**config.mk**
```make
export PLATFORM = sky130hd
export DESIGN_NAME = axis_step_sequencer
export DESIGN_NICKNAME = d
export VERILOG_FILES = /design/src/rtl/axis_step_sequencer_pkg.sv /design/src/rtl/axis_step_sequencer_rate_divider.sv /design/src/rtl/axis_step_sequencer.sv
export SDC_FILE = /design/constraint.sdc
export NUM_CORES = 1
export LEC_CHECK = 0
export ABC_CLOCK_PERIOD_IN_PS = 2200
export CORE_MARGIN = 2
export CORE_UTILIZATION = 57
export DETAILED_ROUTE_END_ITERATION = 16
export HOLD_SLACK_MARGIN = 0.15
export PLACE_DENSITY_LB_ADDON = 0.25
export SLEW_MARGIN = 20
export SYNTH_ARGS = -nofsm -noshare
export SYNTH_HDL_FRONTEND = slang
export SYNTH_SLANG_ARGS = --single-unit
```
**constraint.sdc**
```tcl
create_clock -name clk -period 2.2 [get_ports clk]
set_input_delay 0.22 -clock clk [delete_from_list [all_inputs] [get_ports clk]]
set_output_delay 0.22 -clock clk [all_outputs]
set_load 0.1 [all_outputs]
```
**src/rtl/axis_step_sequencer_pkg.sv**
```systemverilog
// Shared constants and types for the axis step sequencer.
package axis_step_sequencer_pkg;

  // Register offsets from BASE_ADDR.
  localparam logic [1:0] REG_CTRL   = 2'd0;
  localparam logic [1:0] REG_RATE_L = 2'd1;
  localparam logic [1:0] REG_RATE_H = 2'd2;
  localparam logic [1:0] REG_STEPS  = 2'd3;

  // CTRL bit indices.
  localparam int unsigned CTRL_START   = 0;
  localparam int unsigned CTRL_STOP    = 1;
  localparam int unsigned CTRL_BOUNCE  = 2;
  localparam int unsigned CTRL_DIR0    = 3;
  localparam int unsigned CTRL_IRQ_ACK = 7;

  // Step command encoding on oper.
  localparam logic [1:0] OP_INC  = 2'b10;
  localparam logic [1:0] OP_DEC  = 2'b01;
  localparam logic [1:0] OP_HOLD = 2'b00;

  typedef enum logic [1:0] {
    StIdle   = 2'd0,
    StRun    = 2'd1,
    StFinish = 2'd2
  } state_e;

endpackage

```
**src/rtl/axis_step_sequencer_rate_divider.sv**
```systemverilog
// Step-rate divider: counts 0..term and pulses tick at term; term latches RATE (min 1) on reload.
module step_rate_divider #(
  parameter int unsigned DIV_W = 16
) (
  input  logic             clk,
  input  logic             reset,
  input  logic             clear,
  input  logic             enable,
  input  logic [DIV_W-1:0] rate,
  output logic             tick
);

  logic [DIV_W-1:0] cnt_q;
  logic [DIV_W-1:0] term_q;
  logic [DIV_W-1:0] rate_eff;

  assign rate_eff = (rate == '0) ? DIV_W'(1) : rate;
  assign tick     = enable && (cnt_q == term_q);

  // The terminal value is only sampled on clear or tick so RATE writes apply at the next reload.
  always_ff @(posedge clk or posedge reset) begin
    if (reset) begin
      cnt_q  <= '0;
      term_q <= '0;
    end else if (clear) begin
      cnt_q  <= '0;
      term_q <= rate_eff;
    end else if (enable) begin
      if (tick) begin
        cnt_q  <= '0;
        term_q <= rate_eff;
      end else begin
        cnt_q <= cnt_q + DIV_W'(1);
      end
    end
  end

endmodule

```
**src/rtl/axis_step_sequencer.sv**
```systemverilog
// Single-axis step sequencer configured over the PicoBlaze port bus.
// Optional interrupt latch enabled by defining STEP_SEQ_IRQ_EN.
module axis_step_sequencer
  import axis_step_sequencer_pkg::*;
#(
  parameter int unsigned DIV_W     = 16,
  parameter int unsigned STEP_W    = 8,
  parameter logic [7:0]  BASE_ADDR = 8'h10
) (
  input  logic       clk,
  input  logic       reset,
  input  logic [7:0] port_id,
  input  logic [7:0] out_port,
  input  logic       write_strobe,
  input  logic       x_min,
  input  logic       x_max,
  output logic [1:0] oper,
  output logic       busy,
  output logic       done,
  output logic [7:0] status,
  output logic       irq
);

  state_e state_q, state_d;

  logic [7:0]        offset;
  logic              hit;
  logic              wr_ctrl;
  logic              start_w;
  logic              stop_w;

  logic [DIV_W-1:0]  rate_q;
  logic [STEP_W-1:0] steps_q;
  logic              bounce_q;

  logic              dir_q, dir_d;
  logic [STEP_W-1:0] rem_q, rem_d;
  logic              limited_q, limited_d;
  logic              hmax_q, hmax_d;
  logic              hmin_q, hmin_d;

  logic              div_clear;
  logic              div_tick;
  logic              limit_hit;
  logic              step_dir;

  assign offset  = port_id - BASE_ADDR;
  assign hit     = write_strobe && (offset[7:2] == 6'd0);
  assign wr_ctrl = hit && (offset[1:0] == REG_CTRL);
  assign start_w = wr_ctrl && out_port[CTRL_START];
  assign stop_w  = wr_ctrl && out_port[CTRL_STOP];

  always_ff @(posedge clk or posedge reset) begin
    if (reset) begin
      rate_q   <= '0;
      steps_q  <= '0;
      bounce_q <= 1'b0;
    end else if (hit) begin
      unique case (offset[1:0])
        REG_CTRL:   bounce_q <= out_port[CTRL_BOUNCE];
        REG_RATE_L: rate_q[7:0] <= out_port;
        REG_RATE_H: rate_q[DIV_W-1:8] <= out_port[DIV_W-9:0];
        REG_STEPS:  steps_q <= out_port[STEP_W-1:0];
        default:    ;
      endcase
    end
  end

  // Kept outside the FSM process so the divider's tick never feeds back into its own clear.
  assign div_clear = (state_q != StRun) || start_w || stop_w;
  assign busy      = (state_q == StRun);
  assign done      = (state_q == StFinish);

  step_rate_divider #(
    .DIV_W(DIV_W)
  ) u_divider (
    .clk    (clk),
    .reset  (reset),
    .clear  (div_clear),
    .enable (busy),
    .rate   (rate_q),
    .tick   (div_tick)
  );

  assign limit_hit = dir_q ? x_max : x_min;
  assign step_dir  = limit_hit ? ~dir_q : dir_q;

  always_comb begin
    state_d   = state_q;
    oper      = OP_HOLD;
    dir_d     = dir_q;
    rem_d     = rem_q;
    limited_d = limited_q;
    hmax_d    = hmax_q;
    hmin_d    = hmin_q;
    unique case (state_q)
      StIdle: begin
        if (start_w && !stop_w) begin
          state_d   = StRun;
          dir_d     = out_port[CTRL_DIR0];
          rem_d     = steps_q;
          limited_d = (steps_q != '0);
          hmax_d    = 1'b0;
          hmin_d    = 1'b0;
        end
      end
      StRun: begin
        if (stop_w) begin
          state_d = StIdle;
        end else if (start_w) begin
          dir_d     = out_port[CTRL_DIR0];
          rem_d     = steps_q;
          limited_d = (steps_q != '0);
          hmax_d    = 1'b0;
          hmin_d    = 1'b0;
        end else if (div_tick) begin
          if (limit_hit && !bounce_q) begin
            state_d = StFinish;
            if (dir_q) begin
              hmax_d = 1'b1;
            end else begin
              hmin_d = 1'b1;
            end
          end else begin
            dir_d = step_dir;
            oper  = step_dir ? OP_INC : OP_DEC;
            if (limited_q && (rem_q != '0)) begin
              rem_d = rem_q - STEP_W'(1);
              if (rem_q == STEP_W'(1)) begin
                state_d = StFinish;
              end
            end
          end
        end
      end
      StFinish: state_d = StIdle;
      default:  state_d = StIdle;
    endcase
  end

  always_ff @(posedge clk or posedge reset) begin
    if (reset) begin
      state_q   <= StIdle;
      dir_q     <= 1'b0;
      rem_q     <= '0;
      limited_q <= 1'b0;
      hmax_q    <= 1'b0;
      hmin_q    <= 1'b0;
    end else begin
      state_q   <= state_d;
      dir_q     <= dir_d;
      rem_q     <= rem_d;
      limited_q <= limited_d;
      hmax_q    <= hmax_d;
      hmin_q    <= hmin_d;
    end
  end

`ifdef STEP_SEQ_IRQ_EN
  logic irq_q;
  logic ack_w;

  assign ack_w = wr_ctrl && out_port[CTRL_IRQ_ACK];

  // Set has priority so a done pulse coinciding with an ack is not lost.
  always_ff @(posedge clk or posedge reset) begin
    if (reset) begin
      irq_q <= 1'b0;
    end else if (done) begin
      irq_q <= 1'b1;
    end else if (ack_w) begin
      irq_q <= 1'b0;
    end
  end

  assign irq = irq_q;
`else
  assign irq = 1'b0;
`endif

  assign status = {irq, 3'b000, hmax_q, hmin_q, dir_q, busy};

endmodule

```
==> flow_summary.yaml, run 1 <==
detailed_routing:
  wire_per_inst_um: 18.1
  vias: 2900
  first_iter_violations: 274
  drt_first_pass_iters: 4
  drc: 0
  wirelength_um: 8670
  avgViaCountPerCell: 6.07
  drt.antenna.violating_nets: 0
setup_path:
  critPathArrivalTime_ns: 2.41
  critPathMaxFanout: 10
  critPathKind: "reg -> reg"
  cp-start-kind: "register"
  cp.required_ns: 2.42
  crit_path_cell_trace: "xnor2_2 > nand4_1 > nor4b_2 > nand3_1 > buf_4 > buf_4 > o211ai_1 > o211ai_1"
  crit_path_end_kind: "register"
  slowest_delay_ns: 0.43
  crit_slowest_cell: "dfrtp_1"
timing:
  finClkSkew_ns: 0.0105
  maxSlewHeadroom: 0.583
  fin_crit_sh: 0.996
  worst_pin_slew_ns: 0.626
  finalCriticalPeriod_ns: 2.19
  rsz0062_at_grt: "yes"
  slew_viol_final: 0
  finalSetupViolCount: 0
  fmax_ghz: 0.456
  finalWorstSetupSlack_ns: 0.00850
  tns_ns: 0
  hold_viol: 0
synthesis:
  synth_area_um2: 3600
  synth_flop_cell: "dfrtp_1"
  synth-seq-cells: 71
  synth.largest_area_cell: "dfrtp_1"
  netlist.area_leader.share: 0.493
  synthCells: 338
  ys_types: 45
  synth_commonest_cells: "dfrtp_1, mux2_2, nand2_1"
  synth_most_common_cell: "dfrtp_1"
  ys_top_cells_by_area: "dfrtp_1, mux2_2, xnor2_1"
  ys_warn_count: 0
  synthArstFlopShare: 1.00
  seq_area_frac_synth: 0.493
  synth_edf_count: 0
  avgSynthCellArea_um2: 10.7
pwr:
  switching_share: 0.399
  finalPower_mw: 4.46
  p_int_mw: 2.68
  p_leak_nw: 2.03
  seqPwrFrac: 0.360
  vdd_drop_max_mv: 1.27
  p_switching_mw: 1.78
  powerDensity_nw_per_um2: 996
  combPwrFrac: 0.396
  pwr-share-clk: 0.244
cells_and_area:
  final_net_count: 422
  area_growth_pct: 24.2
  drive_above_1_share: 0.288
  utilization: 0.743
  fin_cells: 478
  n_antenna_cell: 0
clock_tree:
  cts_tree: "done"
  insertion_delay_ns: 0.35
  htreeDepth: 3
  cts_buffer_depth: 2
  numCtsBuffers: 9
  clkSlewWorstSetupHoldPaths_ns: 0.08
  clock-root-buffer: "clkbuf_8"
  clock_sink_count: 71
global_route:
  grt_pass1_wl_um: 14500
  grt_max_degree: 27
  track_usage: 0.265
  overflow: 0
  grt_pass1_vias: 2899
  antenna_found_initial: 0
floorplan:
  fp.dieH_um: 83.5
  core_area_um2: 6030
  ios: 34
  fp.dieW_um: 83.5
  dieArea_um2: 6970
  start_util: 0.598
  rows: 28
placement:
  dp_slack_ns: -0.123
  gp_congestion: 0.838
  portBuffers: 28
  hpwlAfterDp_um: 6170
  placed_cells: 459
min_path:
  hold_path.class: "in -> async"
run_status:
  outcome: "completed"
job:
  maxCapViolations: 0
## layout by cell type, fill, tap and decap left out, drive strengths merged, types with 2 or more instances in the layout
master and instances:
o211ai 5, nand2 29, a21o 2, nand4 5, clkinvlp 3, nor3 9, and3 4, nor2b 2
and2 4, xor2 10, o21ai 16, buf 46, nor3b 3, conb 5, nor2 20, mux2 38
nand4bb 2, a221o 2, nor4 9, nand3 10, inv 9, or4 5, nand3b 5, dfrtp 71
nand2b 4, a311o 4, a21oi 11, xnor2 17, clkdlybuf4s50 20, ha 3, or3 6, clkbuf 10
## cell families (layout without fill, tap and decap cells)
logic type      count (synthesis)  count (layout)  synth area share
simple gates                  120             120             0.178
flops                          71              71             0.493
compound gates                 49              49            0.0903
mux                            38              38             0.119
buf+inv                        29              90            0.0427
xor+xnor                       27              27            0.0656
fa+ha+maj                       3               3            0.0104
other cells                     1               5           0.00104
## power groups by stage
stage	Clock, mW	Sequential (mW)	Combinational (mW)
global route	1.17	1.62	1.89
detailed placement	0	1.62	1.67
finish	1.09	1.60	1.77
global placement	0	1.61	1.62
CTS	1.10	1.60	1.72
floorplan	0	1.59	1.22
## state kept, by name, indices dropped and copies added, names as in the netlist
register          cells
state_q               2
hmin_q                1
dir_q                 1
bounce_q              1
hmax_q                1
u_divider.cnt_q      16
u_divider.term_q     16
limited_q             1
steps_q               8
rate_q               16
rem_q                 8
## metrics by stage
stage / hold WS [ns] / area [um2]
after floorplan: 0.370 / 3650
after global placement: 0.467 / 4210
after detailed placement: 0.477 / 4210
after CTS: 0.273 / 4450
after global routing: 0.322 / 4480
final: 0.262 / 4480
## critical path, delay by kind of cell, from the launching register on
family / cells / cell delay [ns]
simple gates: 3 / 0.76
flops: 1 / 0.43
buf+inv: 2 / 0.36
xor+xnor: 1 / 0.18
compound gates: 2 / 0.32
## final timing paths
check / slack (ns) / endpoint / from / cells past startpoint
worst max-delay path: 0.009 / rem_q[5] / u_divider.term_q[14] / 8
worst min-delay path: 0.26 / rate_q[9] / reset / 2
worst max register to register: 0.009 / rem_q[5] / u_divider.term_q[14] / 8
worst min register to register: 0.49 / hmax_q / hmax_q / 2
max in group asynchronous: 1.37 / u_divider.cnt_q[12] / reset / 3
min in group clk: 0.49 / hmax_q / hmax_q / 2
## metal layers
metal / track usage / wire length [um]
met5: 0 / 0
met4: 0.111 / 192
met3: 0.0495 / 562
met2: 0.417 / 4200
met1: 0.364 / 3720
## final cells by class
class,instances,area (um2)
Multi-Input combinational cell,242,1760
Clock buffer,10,138
Sequential cell,71,1780
Timing Repair Buffer,66,608
Clock inverter,6,67.6
Tap cell,75,93.8
Fill cell,397,1550
Inverter,8,33.8
## what timing repair did
action	in CTS	in global routing
cloned	0	0
buffers inserted	3	0
hold buffers	0	0
setup endpoints to repair	2	38
pin swaps	5	1
resized for setup	3	5
No activity file was read; power rests on OpenSTA's default activity.
==> run 2: changes to the inputs <==
--- a/config.mk
+++ b/config.mk
@@ -7,7 +7,7 @@
 export LEC_CHECK = 0
 export ABC_CLOCK_PERIOD_IN_PS = 2200
 export CORE_MARGIN = 2
-export CORE_UTILIZATION = 57
+export CORE_UTILIZATION = 35
 export DETAILED_ROUTE_END_ITERATION = 16
 export HOLD_SLACK_MARGIN = 0.15
 export PLACE_DENSITY_LB_ADDON = 0.25
==> run 2 against run 1 <==
Against the previous run:
- hold slack better by 0.22 ns
- power is 1.5% lower
- first-iteration DRC count is 60% lower
- sequential share of layout area is 1.0 points lower
- sequential power hardly changed
- worst setup slack hardly changed
- flip-flop and latch count stayed put
- via count is 5.7% lower
- clock skew is 0.0013 ns lower
- non-clock buffer count is 3 higher
- register-to-register slack better by 0.08 ns
- largest cell class is now multi-input gates
==> flow_summary.yaml, run 2 (synthesis results as in run 1) <==
setup_path:
  cp.required_ns: 1.98
  crit_family: "simple AND/OR/NAND/NOR gates"
  cp-start-kind: "register"
  slowest_delay_ns: 0.43
  critPathKind: "reg -> out"
  critPathArrivalTime_ns: 1.97
  crit_slowest_cell: "dfrtp_2"
  crit_path_end_kind: "output pin"
  critPathMaxFanout: 3
  r2r_slack_ns: 0.09
  crit_path_cell_trace: "xnor2_2 > nand4_1 > nor3_2 > nand3_4 > nor3_4 > buf_12"
  crit_buf_inv: 1
cells_and_area:
  fin_area_um2: 4600
  top_regs: "rate_q: 16 flops, u_divider.cnt_q: 16 flops, u_divider.term_q: 16 flops"
  final_common_cell: "dfrtp_1"
  drive_above_1_share: 0.300
  fill_cells: 952
  final_net_count: 425
  final_cell_mix: "dfrtp_1, buf_4, mux2_2"
  seq_area_um2: 1780
  multi_input_area_um2: 1800
  n_antenna_cell: 0
  area_growth_pct: 27.7
floorplan:
  fp.dieW_um: 105
  rows: 37
  core_area_um2: 10100
  fp.dieH_um: 105
  dieArea_um2: 11100
  ios: 34
  start_util: 0.355
timing:
  finalWorstSetupSlack_ns: 0.00836
  fin_crit_sh: 0.996
  fmax_ghz: 0.456
  finalSetupViolCount: 0
  hold_viol: 0
  finClkSkew_ns: 0.00916
  slew_viol_final: 0
  rsz0062_at_grt: "yes"
  finalCriticalPeriod_ns: 2.19
placement:
  hpwlAfterDp_um: 6100
  dp_slack_ns: -0.294
  gp_congestion: 0.808
  dpl_cell_area_um2: 4280
  portBuffers: 28
detailed_routing:
  wire_per_inst_um: 15.4
  drt_first_pass_iters: 5
  drt.antenna.violating_nets: 0
  wirelength_um: 8370
  drc: 0
  vias: 2736
  first_iter_violations: 110
  avgViaCountPerCell: 5.05
global_route:
  overflow: 0
  grt_max_degree: 49
  grt_pass1_wl_um: 14300
  antenna_found_initial: 0
  grt_pass1_vias: 2783
  track_usage: 0.165
clock_tree:
  clock_sink_count: 71
  clock-root-buffer: "clkbuf_8"
  cts_buffer_depth: 2
  cts_tree: "done"
  insertion_delay_ns: 0.35
  htreeDepth: 3
  numCtsBuffers: 9
  clkSlewWorstSetupHoldPaths_ns: 0.08
min_path:
  hold_path.class: "reg -> reg"
pwr:
  powerDensity_nw_per_um2: 953
  vdd_drop_max_mv: 0.625
  p_leak_nw: 2.04
job:
  maxCapViolations: 0
run_status:
  outcome: "completed"
run 2: layout make-up:
class,count,area share
clock buffers,12,0.0337
inverters,8,0.00734
clock inverters,4,0.00625
multi-input cells,242,0.391
repair buffers,69,0.138
flip-flops and latches,71,0.387
well taps,136,0.0370
run 2: worst paths after layout:
check | end | cells past startpoint | start
min | hmax_q | 2 | hmax_q
max in group asynchronous | hmax_q | 4 | reset
max reg2reg | rem_q[5] | 9 | u_divider.cnt_q[4]
max | oper[1] | 6 | u_divider.cnt_q[4]
min in group asynchronous | rate_q[14] | 3 | reset
min reg2reg | hmax_q | 2 | hmax_q
run 2: report_power, final:
part / leakage (nW) / switching (mW) / internal (mW)
Combinational: 0.991 / 1.09 / 0.730
Sequential: 0.965 / 0.147 / 1.45
Clock: 0.0890 / 0.501 / 0.473
run 2: what timing repair did:
action / in CTS / in global routing
endpoints found under the setup margin: 2 / 42
setup buffers: 3 / 2
resized for setup: 8 / 9
pin swaps: 5 / 4
hold buffers: 1 / 0
hold endpoints to repair: 1 / 0
run 2: metrics by stage:
stage	cells	hold WS, ns	power (mW)	setup TNS [ns]	utilization
floorplan	342	0.370	2.80	-0.0139	-
global placement	520	0.406	3.30	-8.70	0.423
detailed placement	520	0.410	3.32	-8.53	0.423
CTS	540	0.497	4.34	0	0.448
global route	542	0.529	4.65	-0.240	0.454
finish	542	0.484	4.39	0	0.454
run 2: tightest hold or removal path: cells and delay by family, from the launching register on:
| family | cells | cell delay, ns |
|---|---|---|
| AND/OR/NAND/NOR | 1 | 0.05 |
| AO/OA/AOI/OAI | 1 | 0.06 |
| flip-flops | 1 | 0.35 |
run 2: per-layer routing:
| metal | global-route usage | up-vias | routed length [um] | share of wire |
|---|---|---|---|---|
| met4 | 0.0514 | 0 | 96 | 0.011 |
| met3 | 0.0451 | 10 | 285 | 0.034 |
| met1 | 0.217 | 1345 | 3930 | 0.47 |
| met5 | 0 | - | 0 | 0 |
| li1 | - | 1333 | - | - |
| met2 | 0.265 | 48 | 4060 | 0.48 |
==> run 3: changes to the inputs <==
--- a/config.mk
+++ b/config.mk
@@ -5,13 +5,13 @@
 export SDC_FILE = /design/constraint.sdc
 export NUM_CORES = 1
 export LEC_CHECK = 0
-export ABC_CLOCK_PERIOD_IN_PS = 2200
+export ABC_CLOCK_PERIOD_IN_PS = 2800
 export CORE_MARGIN = 2
 export CORE_UTILIZATION = 35
+export CTS_CLUSTER_DIAMETER = 200
 export DETAILED_ROUTE_END_ITERATION = 16
 export HOLD_SLACK_MARGIN = 0.15
 export PLACE_DENSITY_LB_ADDON = 0.25
-export SLEW_MARGIN = 20
 export SYNTH_ARGS = -nofsm -noshare
 export SYNTH_HDL_FRONTEND = slang
 export SYNTH_SLANG_ARGS = --single-unit
==> constraint.sdc (replaced) <==
create_clock -name clk -period 2.8 [get_ports clk]
set_input_delay 0.28 -clock clk [delete_from_list [all_inputs] [get_ports clk]]
set_output_delay 0.28 -clock clk [all_outputs]
set_load 0.1 [all_outputs]
==> run 3 against run 2 <==
Against the previous run:
- hold slack worse by 0.19 ns
- global-route usage shrank 1.0 points
- power decreased by 26%
- sequential power down 21%
- cell count decreased by 6.6%
- largest cell class is now flip-flops and latches
- highest routed layer unchanged
==> flow_summary.yaml, run 3 (synthesis results as in run 1) <==
global_route:
  grt_pass1_vias: 2546
  grt_pass1_wl_um: 13400
  track_usage: 0.155
  overflow: 0
  antenna_found_initial: 0
  grt_max_degree: 50
timing:
  finalSetupViolCount: 0
  worst_pin_slew_ns: 0.581
  fmax_ghz: 0.385
  hold_viol: 0
  fin_crit_sh: 0.929
  tns_ns: 0
  maxSlewHeadroom: 0.611
  slew_viol_final: 0
  rsz0062_at_grt: "no"
  finClkSkew_ns: 0.0145
  finalCriticalPeriod_ns: 2.60
cells_and_area:
  final_net_count: 390
  top_regs: "rate_q: 16 flops, u_divider.cnt_q: 16 flops, u_divider.term_q: 16 flops"
  final_common_cell: "dfrtp_1"
  area_growth_pct: 17.3
  final_cell_mix: "dfrtp_1, mux2_2, nand2_1"
  n_antenna_cell: 0
  fin_area_um2: 4230
  drive_above_1_share: 0.197
floorplan:
  start_util: 0.355
  dieArea_um2: 11100
  fp.dieH_um: 105
  rows: 37
  fp.dieW_um: 105
  core_area_um2: 10100
  ios: 34
pwr:
  p_leak_nw: 1.85
  powerDensity_nw_per_um2: 770
  finalPower_mw: 3.25
  vdd_drop_max_mv: 0.421
placement:
  gp_congestion: 0.887
  portBuffers: 28
  dpl_cell_area_um2: 4030
  hpwlAfterDp_um: 5880
clock_tree:
  post_cts_resized: 0
  clock-root-buffer: "clkbuf_8"
  ctsHoldBuffers: 0
  postCtsSetupRepairBufs: 0
  clock_sink_count: 71
  cts_tree: "done"
  clkSlewWorstSetupHoldPaths_ns: 0.08
  insertion_delay_ns: 0.34
  htreeDepth: 3
  cts_buffer_depth: 2
  numCtsBuffers: 9
detailed_routing:
  drt_first_pass_iters: 4
  drc: 0
  drt.antenna.violating_nets: 0
  wirelength_um: 8160
  first_iter_violations: 135
  wire_per_inst_um: 16.1
  vias: 2610
  avgViaCountPerCell: 5.16
setup_path:
  r2r_cells: 5
  r2r_end: "rem_q[1]"
  r2r_slack_ns: 0.32
  cp-start-kind: "register"
  cp.required_ns: 2.52
  critPathArrivalTime_ns: 2.32
  critPathKind: "reg -> out"
  rr_startpoint: "u_divider.cnt_q[2]"
  crit_path_end_kind: "output pin"
  critPathMaxFanout: 6
run_status:
  outcome: "completed"
job:
  maxCapViolations: 0
min_path:
  hold_path.class: "in -> async"
-- run 3: cell count changes in the layout (fill, tap and decap cells not counted), sizes merged --
cell         change
buf             -34
clkbuf           -2
bufinv           +1
clkinv           +1
clkinvlp         -1
dlygate4sd3      -1
-- run 3: routing by layer --
layer | routed length [um] | share of wire | track usage | up-vias
li1 | - | - | - | 1258
met1 | 4060 | 0.50 | 0.222 | 1274
met2 | 3640 | 0.45 | 0.233 | 65
met3 | 313 | 0.038 | 0.0235 | 13
met4 | 150 | 0.018 | 0.0667 | 0
met5 | 0 | 0 | 0 | -
-- run 3: worst max-delay path by stage --
stage | start | endpoint | slack [ns] | depth (start not counted)
2_1_floorplan | u_divider.cnt_q[10] | oper[0] | 0.13 | 5
3_3_place_gp | port_id[3] | rem_q[5] | 0.16 | 7
3_5_place_dp | port_id[3] | rem_q[6] | 0.15 | 7
4_1_cts | u_divider.cnt_q[10] | oper[1] | 0.15 | 6
5_1_grt | u_divider.cnt_q[10] | oper[0] | 0.04 | 6
6_report | u_divider.cnt_q[10] | oper[1] | 0.20 | 6
-- run 3: report_power, final --
group	total, mW	internal [mW]	leakage, nW	switching (mW)
combinational	1.16	0.399	0.788	0.764
clock	0.826	0.431	0.0944	0.395
sequential	1.26	1.14	0.968	0.125
-- run 3: area by class of cell --
cell class | instances | area [um2]
Clock buffer | 10 | 138
Clock inverter | 5 | 58.8
Fill cell | 1000 | 5910
Inverter | 8 | 30.0
Multi-Input combinational cell | 242 | 1700
Sequential cell | 71 | 1780
Tap cell | 136 | 170
Timing Repair Buffer | 34 | 355
-- run 3: critical path, stage by stage, from the launching register on --
cell,delay [ns]
dfrtp_1,0.45
xnor2_1,0.19
nand4_1,0.11
nor2_1,0.35
nand3_1,0.34
nor3_2,0.34
buf_12,0.21
-- run 3: through the flow --
step | std cells | hold WS [ns] | utilization | setup WS (ns)
floorplan | 342 | 0.430 | - | 0.133
global placement | 491 | 0.481 | 0.398 | 0.163
detailed placement | 491 | 0.478 | 0.398 | 0.145
CTS | 506 | 0.300 | 0.417 | 0.145
global route | 506 | 0.348 | 0.417 | 0.0423
finish | 506 | 0.296 | 0.417 | 0.200
